[src/rtl/cpu_defs_pkg.sv]
// Shared CPU definitions: opcode constants, fetch FSM state type, reset PC
// and a word-alignment helper used by the fetch stage.
package cpu_defs_pkg;

    localparam logic [5:0] OP_HALT  = 6'b111111;
    localparam logic [5:0] OP_ADDI  = 6'b001000;
    localparam logic [5:0] OP_ADDIU = 6'b001001;
    localparam logic [5:0] OP_SLTI  = 6'b001010;
    localparam logic [5:0] OP_LW    = 6'b100011;
    localparam logic [5:0] OP_SW    = 6'b101011;
    localparam logic [5:0] OP_BEQ   = 6'b000100;
    localparam logic [5:0] OP_BNE   = 6'b000101;
    localparam logic [5:0] OP_ANDI  = 6'b001100;
    localparam logic [5:0] OP_ORI   = 6'b001101;
    localparam logic [5:0] OP_XORI  = 6'b001110;

    localparam logic [31:0] RESET_PC_DEFAULT = 32'h0000_0000;

    typedef enum logic [1:0] {
        ST_IDLE        = 2'd0,
        ST_FETCH       = 2'd1,
        ST_WAIT_ACCEPT = 2'd2,
        ST_HALT        = 2'd3
    } fetch_state_t;

    // Forces an address onto a 32-bit word boundary.
    function automatic logic [31:0] word_align(input logic [31:0] addr);
        return addr & 32'hFFFF_FFFC;
    endfunction

endpackage

[src/rtl/ext_sel_decode.sv]
// Opcode to extender-select decode: 1 selects sign extension, 0 zero extension.
module ext_sel_decode
    import cpu_defs_pkg::*;
(
    input  logic [5:0] opcode,
    output logic       ext_sel
);

    // Arithmetic, compare, memory and branch immediates are signed.
    always_comb begin
        ext_sel = 1'b0;
        case (opcode)
            OP_ADDI, OP_ADDIU, OP_SLTI,
            OP_LW, OP_SW, OP_BEQ, OP_BNE: ext_sel = 1'b1;
            default:                      ext_sel = 1'b0;
        endcase
    end

endmodule

[src/rtl/fetch_issue_stage.sv]
// Fetch stage: owns the PC, fetches over a req/rvalid handshake and holds one
// instruction for decode. Define FETCH_TRACE_EN to print each captured word.
module fetch_issue_stage
    import cpu_defs_pkg::*;
#(
    parameter logic [31:0] RESET_PC = RESET_PC_DEFAULT,
    parameter logic [31:0] PC_STEP  = 32'd4
) (
    input  logic        CLK,
    input  logic        Reset,
    output logic        imem_req,
    output logic [31:0] imem_addr,
    input  logic        imem_rvalid,
    input  logic [31:0] imem_rdata,
    input  logic        redirect_valid,
    input  logic [31:0] redirect_pc,
    output logic        id_valid,
    input  logic        id_ready,
    output logic [31:0] id_pc,
    output logic [31:0] id_instr,
    output logic [5:0]  opcode,
    output logic [4:0]  rs,
    output logic [4:0]  rt,
    output logic [4:0]  rd,
    output logic [15:0] immediate,
    output logic        ext_sel,
    output logic        halted
);

    fetch_state_t state_r, state_s;
    logic [31:0]  pc_r, id_pc_r, id_instr_r;
    logic         halt_pending_r, imem_req_r, id_valid_r, halted_r;
    logic         capture_s, redirect_s;

    // Next-state logic; a redirect overrides everything except the halted state.
    always_comb begin
        state_s    = state_r;
        capture_s  = 1'b0;
        redirect_s = 1'b0;
        case (state_r)
            ST_IDLE: state_s = ST_FETCH;
            ST_FETCH: begin
                if (imem_rvalid) begin
                    capture_s = 1'b1;
                    state_s   = ST_WAIT_ACCEPT;
                end else begin
                    state_s   = ST_FETCH;
                end
            end
            ST_WAIT_ACCEPT: begin
                if (id_ready) begin
                    state_s = halt_pending_r ? ST_HALT : ST_FETCH;
                end else begin
                    state_s = ST_WAIT_ACCEPT;
                end
            end
            ST_HALT: state_s = ST_HALT;
            default: state_s = ST_IDLE;
        endcase
        if (redirect_valid && (state_r != ST_HALT)) begin
            redirect_s = 1'b1;
            capture_s  = 1'b0;
            state_s    = ST_FETCH;
        end else begin
            redirect_s = 1'b0;
        end
    end

    // State, PC, output register and registered handshake outputs.
    always_ff @(posedge CLK or negedge Reset) begin
        if (!Reset) begin
            state_r        <= ST_IDLE;
            pc_r           <= word_align(RESET_PC);
            id_pc_r        <= 32'h0000_0000;
            id_instr_r     <= 32'h0000_0000;
            halt_pending_r <= 1'b0;
            imem_req_r     <= 1'b0;
            id_valid_r     <= 1'b0;
            halted_r       <= 1'b0;
        end else begin
            state_r    <= state_s;
            imem_req_r <= (state_s == ST_FETCH);
            id_valid_r <= (state_s == ST_WAIT_ACCEPT);
            halted_r   <= (state_s == ST_HALT);
            if (redirect_s) begin
                pc_r           <= word_align(redirect_pc);
                halt_pending_r <= 1'b0;
            end else if (capture_s) begin
                id_instr_r     <= imem_rdata;
                id_pc_r        <= pc_r;
                pc_r           <= pc_r + PC_STEP;
                halt_pending_r <= (imem_rdata[31:26] == OP_HALT);
            end
        end
    end

`ifdef FETCH_TRACE_EN
    logic trace_pending_r;

    // Report a capture one cycle later, once the output register holds it.
    always_ff @(posedge CLK or negedge Reset) begin
        if (!Reset) begin
            trace_pending_r <= 1'b0;
        end else begin
            trace_pending_r <= capture_s;
            if (trace_pending_r) begin
                $display("[fetch] pc=%08h instr=%08h ext_sel=%0b", id_pc_r, id_instr_r, ext_sel);
            end
        end
    end
`endif

    ext_sel_decode u_ext_sel_decode (
        .opcode  (id_instr_r[31:26]),
        .ext_sel (ext_sel)
    );

    assign imem_req  = imem_req_r;
    assign imem_addr = pc_r;
    assign id_valid  = id_valid_r;
    assign id_pc     = id_pc_r;
    assign id_instr  = id_instr_r;
    assign halted    = halted_r;
    assign opcode    = id_instr_r[31:26];
    assign rs        = id_instr_r[25:21];
    assign rt        = id_instr_r[20:16];
    assign rd        = id_instr_r[15:11];
    assign immediate = id_instr_r[15:0];

endmodule

[config.mk]
export PLATFORM = sky130hd
export DESIGN_NAME = fetch_issue_stage
export DESIGN_NICKNAME = d
export VERILOG_FILES = /design/src/rtl/cpu_defs_pkg.sv /design/src/rtl/ext_sel_decode.sv /design/src/rtl/fetch_issue_stage.sv
export SDC_FILE = /design/constraint.sdc
export NUM_CORES = 1
export LEC_CHECK = 0
export CAP_MARGIN = 20
export CORE_ASPECT_RATIO = 0.8
export CORE_UTILIZATION = 43
export CTS_BUF_LIST = sky130_fd_sc_hd__clkbuf_16
export DETAILED_ROUTE_END_ITERATION = 12
export PLACE_DENSITY_LB_ADDON = 0.2
export SYNTH_ARGS = -nofsm -noshare
export SYNTH_HDL_FRONTEND = slang
export SYNTH_SLANG_ARGS = --single-unit
[constraint.sdc]
create_clock -name CLK -period 2 [get_ports CLK]
set_clock_uncertainty 0.1 [all_clocks]
set_input_delay 0.6 -clock CLK [delete_from_list [all_inputs] [get_ports CLK]]
set_output_delay 0.6 -clock CLK [all_outputs]
set_load 0.005 [all_outputs]
==> flow_summary.yaml, run 1 <==
outcome:
  outcome: "finished with violations"
  violations: "negative setup slack"
sta:
  setup_violations: 2
  drv_slew: 0
  setup_tns_ps: -23.9
  clock.fmax_mhz: 495
  rsz0062_at_grt: "true"
  finalCriticalPeriod_ps: 2020
  fin_ws_ps: -21.7
  finalHoldViolCount: 0
  fin_crit_sh: 1.01
clock_tree:
  htreeDepth: 3
  cts.sinks: 98
  postCtsHoldBufs: 0
  insertion_delay_ps: 350
  cts_buffer_depth: 2
  clkSlewWorstSetupHoldPaths_ps: 70
  cts_buffers: 9
  cts_tree: "yes"
  root_buffer: "clkbuf_16"
logic_synthesis:
  yosysSeqAreaShare: 0.515
  synth-edff-count: 0
  synthTopCellsByArea: "dfrtp_1 (51%), nand2_1 (16%), buf_4 (6.6%), o21ai_0 (2.1%), nand4_1 (1.7%)"
  syn_inst: 539
  syn_area_um2: 4760
  synthFlopType: "dfrtp_1"
  synth.distinct_cells: 47
  syn_avg_cell_area_um2: 8.84
  async_flop_share: 1.00
  yosysTopAreaCell: "dfrtp_1"
  yosys.area.top_type_share: 0.515
  synth_warnings: 0
  synth_seq_cells: 98
finish:
  design_area_um2: 7630
  nNetsFinal: 840
  layout.cells.non_filler: 915
  n_antenna_cell: 0
  area_delta_synth_final_pct: 60.2
  layout-drive-gt1-share: 0.175
  post-route-util: 0.728
hold_path:
  hp-class: "in -> async"
floorplan:
  die_x_um: 120
  fp.coreArea_um2: 10500
  dieHeight_um: 96.1
  ios: 206
  initial_core_util: 0.454
  design.die.area_um2: 11500
  fp-row-count: 33
routing:
  dr.pass1.iters: 5
  initialDrtViolationCount: 430
  viasPerCell: 5.25
  final_antenna_net_count: 0
  drc: 0
  drt-total-wl_um: 15200
  dr_total_vias: 4801
  wl_per_cell_um: 16.6
placed_design:
  dpl.hpwl_um: 9970
  placed_cells: 856
  place_congestion: 0.840
  dp_slack_ps: -432
  postPlaceCellArea_um2: 6890
  port_buffers: 199
setup_path:
  crit_chain: "xnor2_1 > nor2_1 > o21bai_1 > a21oi_1 > buf_2"
  r2r_end: "imem_addr[23]"
  critical_path_class: "reg -> out"
  r2r-start: "imem_addr[5]"
  reg2reg_depth: 7
  worstPathRequired_ps: 1300
  cp_slowest_cell: "dfrtp_2"
  r2r_setup_slack_ps: 0
  crit_family: "flip-flops"
  cp-start-kind: "register"
  worst-endpoint-arrival_ps: 1320
  crit_path_max_incr_delay_ps: 440
  critPathCaptureType: "output pin"
  path_buf_inv: 1
  critPathMaxFanout: 5
power_and_ir_drop:
  leakagePower_nw: 3.63
  vdd_ir_drop_max_mv: 0.794
  p_per_area_nw_per_um2: 1410
global_routing:
  gr-usage-all-layers: 0.259
  grt_pass1_wl_um: 23000
  grt_max_degree: 43
  grt_pass1_vias: 4416
  grt_antenna_before_repair: 0
  grt_overflow: 0
run:
  maxCapViolCount: 0
-- layout by cell type, fill, tap and decap left out, types with 6 or more instances in the layout --
master and count:
nand2_1 208, clkdlybuf4s50_1 175, dfrtp_1 80, buf_4 77
o21ai_0 20, dfrtp_2 18, nor2_1 15, nand4_1 13
nand3_1 11, dlymetal6s2s_1 11, a22oi_1 10, a21oi_1 9
o21ai_1 9, clkbuf_16 9, dlygate4sd2_1 8, a31oi_1 7
o211ai_1 7, a221o_1 7, inv_1 6, xor2_1 6
-- layer usage --
| metal | part of all wire | GRT usage | vias up |
|---|---|---|---|
| li1 | - | - | 2229 |
| met4 | 0.019 | 0.0865 | 0 |
| met1 | 0.43 | 0.355 | 2290 |
| met5 | 0 | 0 | - |
| met3 | 0.077 | 0.0586 | 31 |
| met2 | 0.48 | 0.410 | 251 |
-- registers in the layout, indices dropped and copies added, names as in the netlist --
signal / flops
state_r: 2
id_valid: 1
imem_addr: 30
halted: 1
id_pc: 30
halt_pending_r: 1
imem_req: 1
id_instr: 32
-- cell usage after synthesis (2+ instances only) --
cell / instances
nand2_1: 208
dfrtp_1: 98
buf_4: 42
o21ai_0: 20
nor2_1: 16
buf_2: 13
nand4_1: 13
nand3_1: 11
a22oi_1: 10
clkbuf_1: 10
a21oi_1: 9
o21ai_1: 9
a221o_1: 7
a31oi_1: 7
o211ai_1: 7
xor2_1: 6
inv_1: 5
nor3_1: 5
nor4_1: 5
and3_1: 3
nor3_4: 3
xnor2_1: 3
a211o_1: 2
buf_1: 2
nand4b_1: 2
o311ai_1: 2
-- worst max path at each step --
stage | start | end | cells past startpoint
floorplan | imem_addr[2] | imem_addr[22] | 6
global placement | redirect_valid | halt_pending_r | 6
detailed placement | redirect_valid | imem_addr[27] | 6
CTS | id_instr[28] | ext_sel | 5
global route | id_instr[28] | ext_sel | 5
finish | id_instr[28] | ext_sel | 5
-- through the flow --
stage / total power [W] / hold WS (ps)
2_1_floorplan: 0.00554 / 204
3_3_place_gp: 0.00834 / 358
3_5_place_dp: 0.00846 / 363
4_1_cts: 0.0106 / 91.0
5_1_grt: 0.0114 / 99.6
6_report: 0.0108 / 89.8
-- cells by family (layout without fill, tap and decap cells) --
kind of cell | Yosys count | in the layout | share of synthesized area
buffers and inverters | 73 | 306 | 0.0956
AOI/OAI and AO/OA | 79 | 79 | 0.109
DFF | 98 | 98 | 0.515
and+or+nand+nor | 277 | 277 | 0.259
adders and majority gates | 1 | 1 | 0.00263
other | 1 | 4 | 0.000787
xor gates and xnor gates | 9 | 9 | 0.0166
muxes | 1 | 1 | 0.00210
-- cell type report --
cell class	count	area, µm²
Multi-Input combinational cell	371	1900
Sequential cell	98	2470
Clock inverter	7	61.3
Fill cell	784	2860
Tap cell	140	175
Inverter	5	18.8
Timing Repair Buffer	285	2780
Clock buffer	9	225
-- worst register-to-register path, delay by kind of cell, from the launching register on --
kind	cells	cell delay, ps
AOI/OAI and AO/OA	1	160
DFF	1	380
buffers and inverters	2	370
and+or+nand+nor	4	920
-- power by group --
part	switching (W)	internal, W	total [W]	leakage [nW]
registers	0.000702	0.00291	0.00362	1.21
clock network	0.000748	0.000957	0.00170	0.146
logic	0.00210	0.00333	0.00544	2.28
total	0.00355	0.00720	0.0108	3.63
-- repair_timing --
| item | 4_1_cts | 5_1_grt |
|---|---|---|
| buffers inserted | 28 | 13 |
| cloned | 2 | 0 |
| pin swaps | 6 | 2 |
| resized for setup | 37 | 19 |
| endpoints found under the setup margin | 68 | 45 |
Note: power is estimated with default switching activity, not from simulation.
==> run 2, diff against run 1 <==
--- a/config.mk
+++ b/config.mk
@@ -5,7 +5,7 @@
 export SDC_FILE = /design/constraint.sdc
 export NUM_CORES = 1
 export LEC_CHECK = 0
-export CAP_MARGIN = 20
+export CAP_MARGIN = 10
 export CORE_ASPECT_RATIO = 0.8
 export CORE_UTILIZATION = 43
 export CTS_BUF_LIST = sky130_fd_sc_hd__clkbuf_16
==> results of run 2 <==
The final DEF is identical to that of run 1; final timing and power are the same.
==> run 3, diff against run 2 <==
--- a/config.mk
+++ b/config.mk
@@ -9,7 +9,9 @@
 export CORE_ASPECT_RATIO = 0.8
 export CORE_UTILIZATION = 43
 export CTS_BUF_LIST = sky130_fd_sc_hd__clkbuf_16
+export CTS_CLUSTER_SIZE = 20
 export DETAILED_ROUTE_END_ITERATION = 12
+export GPL_TIMING_DRIVEN = 0
 export PLACE_DENSITY_LB_ADDON = 0.2
 export SYNTH_ARGS = -nofsm -noshare
 export SYNTH_HDL_FRONTEND = slang
==> flow_summary.yaml, run 3 (synthesis results as in run 1) <==
outcome:
  outcome: "finished with violations"
  violations: "negative setup slack"
finish:
  area_delta_synth_final_pct: 63.3
  layout-drive-gt1-share: 0.219
  post-route-util: 0.741
  final_common_cell: "nand2_1"
  nNetsFinal: 879
  n_antenna_cell: 0
  multi_input_area_um2: 1920
  n_fill_cell: 779
  register_area_um2: 2480
  layout.cells.non_filler: 954
  largest_register_ff_count: 32
  final_cell_mix: "nand2_1 (208), clkdlybuf4s50_1 (146), buf_4 (102), dfrtp_1 (76), dlygate4sd2_1 (42)"
global_routing:
  grt_pass1_vias: 4799
  grt_max_degree: 54
  gr-usage-all-layers: 0.281
  grt_antenna_before_repair: 0
  grt_pass1_wl_um: 24700
  grt_overflow: 0
floorplan:
  die_x_um: 120
  fp.coreArea_um2: 10500
  ios: 206
  initial_core_util: 0.454
  dieHeight_um: 96.1
  design.die.area_um2: 11500
  fp-row-count: 33
setup_path:
  critPathMaxFanout: 4
  critPathCaptureType: "output pin"
  reg2reg_depth: 6
  worst-endpoint-arrival_ps: 1450
  critical_path_class: "reg -> out"
  worstPathRequired_ps: 1300
  r2r-start: "imem_addr[9]"
  r2r_end: "imem_addr[13]"
  r2r_setup_slack_ps: 60
  cp-start-kind: "register"
clock_tree:
  htreeDepth: 3
  clkSlewWorstSetupHoldPaths_ps: 70
  cts_buffers: 9
  root_buffer: "clkbuf_16"
  cts.sinks: 98
  insertion_delay_ps: 350
  cts_buffer_depth: 2
  cts_tree: "yes"
power_and_ir_drop:
  leakagePower_nw: 3.82
  internal_power_w: 0.00733
  swShare: 0.335
  p_switching_w: 0.00369
  p_comb_frac: 0.526
  p_per_area_nw_per_um2: 1420
  vdd_ir_drop_max_mv: 0.915
  p_seq_frac: 0.332
  p_clk_frac: 0.142
routing:
  dr.pass1.iters: 5
  initialDrtViolationCount: 423
  wl_per_cell_um: 16.8
  viasPerCell: 5.17
  drt-total-wl_um: 16000
  drc: 0
  dr_total_vias: 4929
  final_antenna_net_count: 0
sta:
  fin_ws_ps: -146
  maxSlewHeadroom: 0.570
  worstMarginPinSlew_ps: 646
  clock.fmax_mhz: 466
  finalCriticalPeriod_ps: 2150
  drv_slew: 0
  rsz0062_at_grt: "true"
  setup_violations: 1
  fin_crit_sh: 1.07
  hold_slack_ps: 173
  finalHoldViolCount: 0
placed_design:
  port_buffers: 199
  placed_cells: 882
  dp_slack_ps: -841
  place_congestion: 0.877
  dpl.hpwl_um: 10700
hold_path:
  hp-class: "in -> async"
run:
  maxCapViolCount: 0
## run 3: cell count changes in the layout (fill, tap and decap cells not counted), sizes merged, moves of 3 or more
| cell | previous run | this run |
|---|---|---|
| dlygate4sd2 | 8 | 42 |
| buf | 86 | 118 |
| clkdlybuf4s50 | 175 | 146 |
| clkbuf | 9 | 19 |
| clkdlybuf4s15 | 3 | 0 |
| clkinv | 4 | 7 |
| dlymetal6s2s | 11 | 8 |
## run 3: worst max-delay path by stage
stage                    from  depth (start not counted)             to  slack [ps]
3_5_place_dp   redirect_valid                          7  imem_addr[21]        -840
4_1_cts          id_instr[29]                          5        ext_sel         -50
2_1_floorplan    imem_addr[2]                          6  imem_addr[22]         180
3_3_place_gp            Reset                          1    id_instr[1]       -3430
6_report         id_instr[28]                          5        ext_sel        -150
5_1_grt          id_instr[28]                          5        ext_sel        -190
## run 3: power by group through the flow
stage / Sequential [W] / Combinational [W] / Clock, W
floorplan: 0.00380 / 0.00174 / 0
global placement: 0.00384 / 0.00478 / 0
detailed placement: 0.00392 / 0.00488 / 0
CTS: 0.00363 / 0.00568 / 0.00160
global route: 0.00377 / 0.00628 / 0.00166
finish: 0.00366 / 0.00580 / 0.00156
## run 3: worst max-delay path, stage by stage, from the launching register on
cell	delay (ps)
dfrtp_2	440
xnor2_1	140
nor2_1	130
o21bai_1	100
a21oi_1	160
buf_2	140
## run 3: area by class of cell
class | instances | area share
plain buffers | 68 | 0.0655
clock buffers | 9 | 0.0290
clock inverters | 7 | 0.00467
well taps | 140 | 0.0225
flip-flops and latches | 98 | 0.319
inverters | 5 | 0.00241
multi-input cells | 371 | 0.247
repair buffers | 256 | 0.310
## run 3: per-stage QoR
step	setup TNS [ps]	power, W	cell area (µm²)
after floorplan	0	0.00554	4770
after global placement	-392280	0.00862	6940
after detailed placement	-61980	0.00879	6970
after CTS	-46.4	0.0109	7670
after global routing	-199	0.0117	7780
final	-146	0.0110	7780
## run 3: what timing repair did
action / in CTS / in global routing
hold buffers: 0 / 0
setup endpoints to repair: 160 / 30
pin swaps: 5 / 3
gates resized for setup: 98 / 20
buffers inserted: 50 / 6
## run 3: routing by layer
metal	track usage	part of all wire	up-vias	wire length, µm
met2	0.470	0.49	234	7800
li1	-	-	2310	-
met5	0	0	-	0
met3	0.0693	0.080	27	1290
met1	0.357	0.41	2358	6590
met4	0.102	0.020	0	324
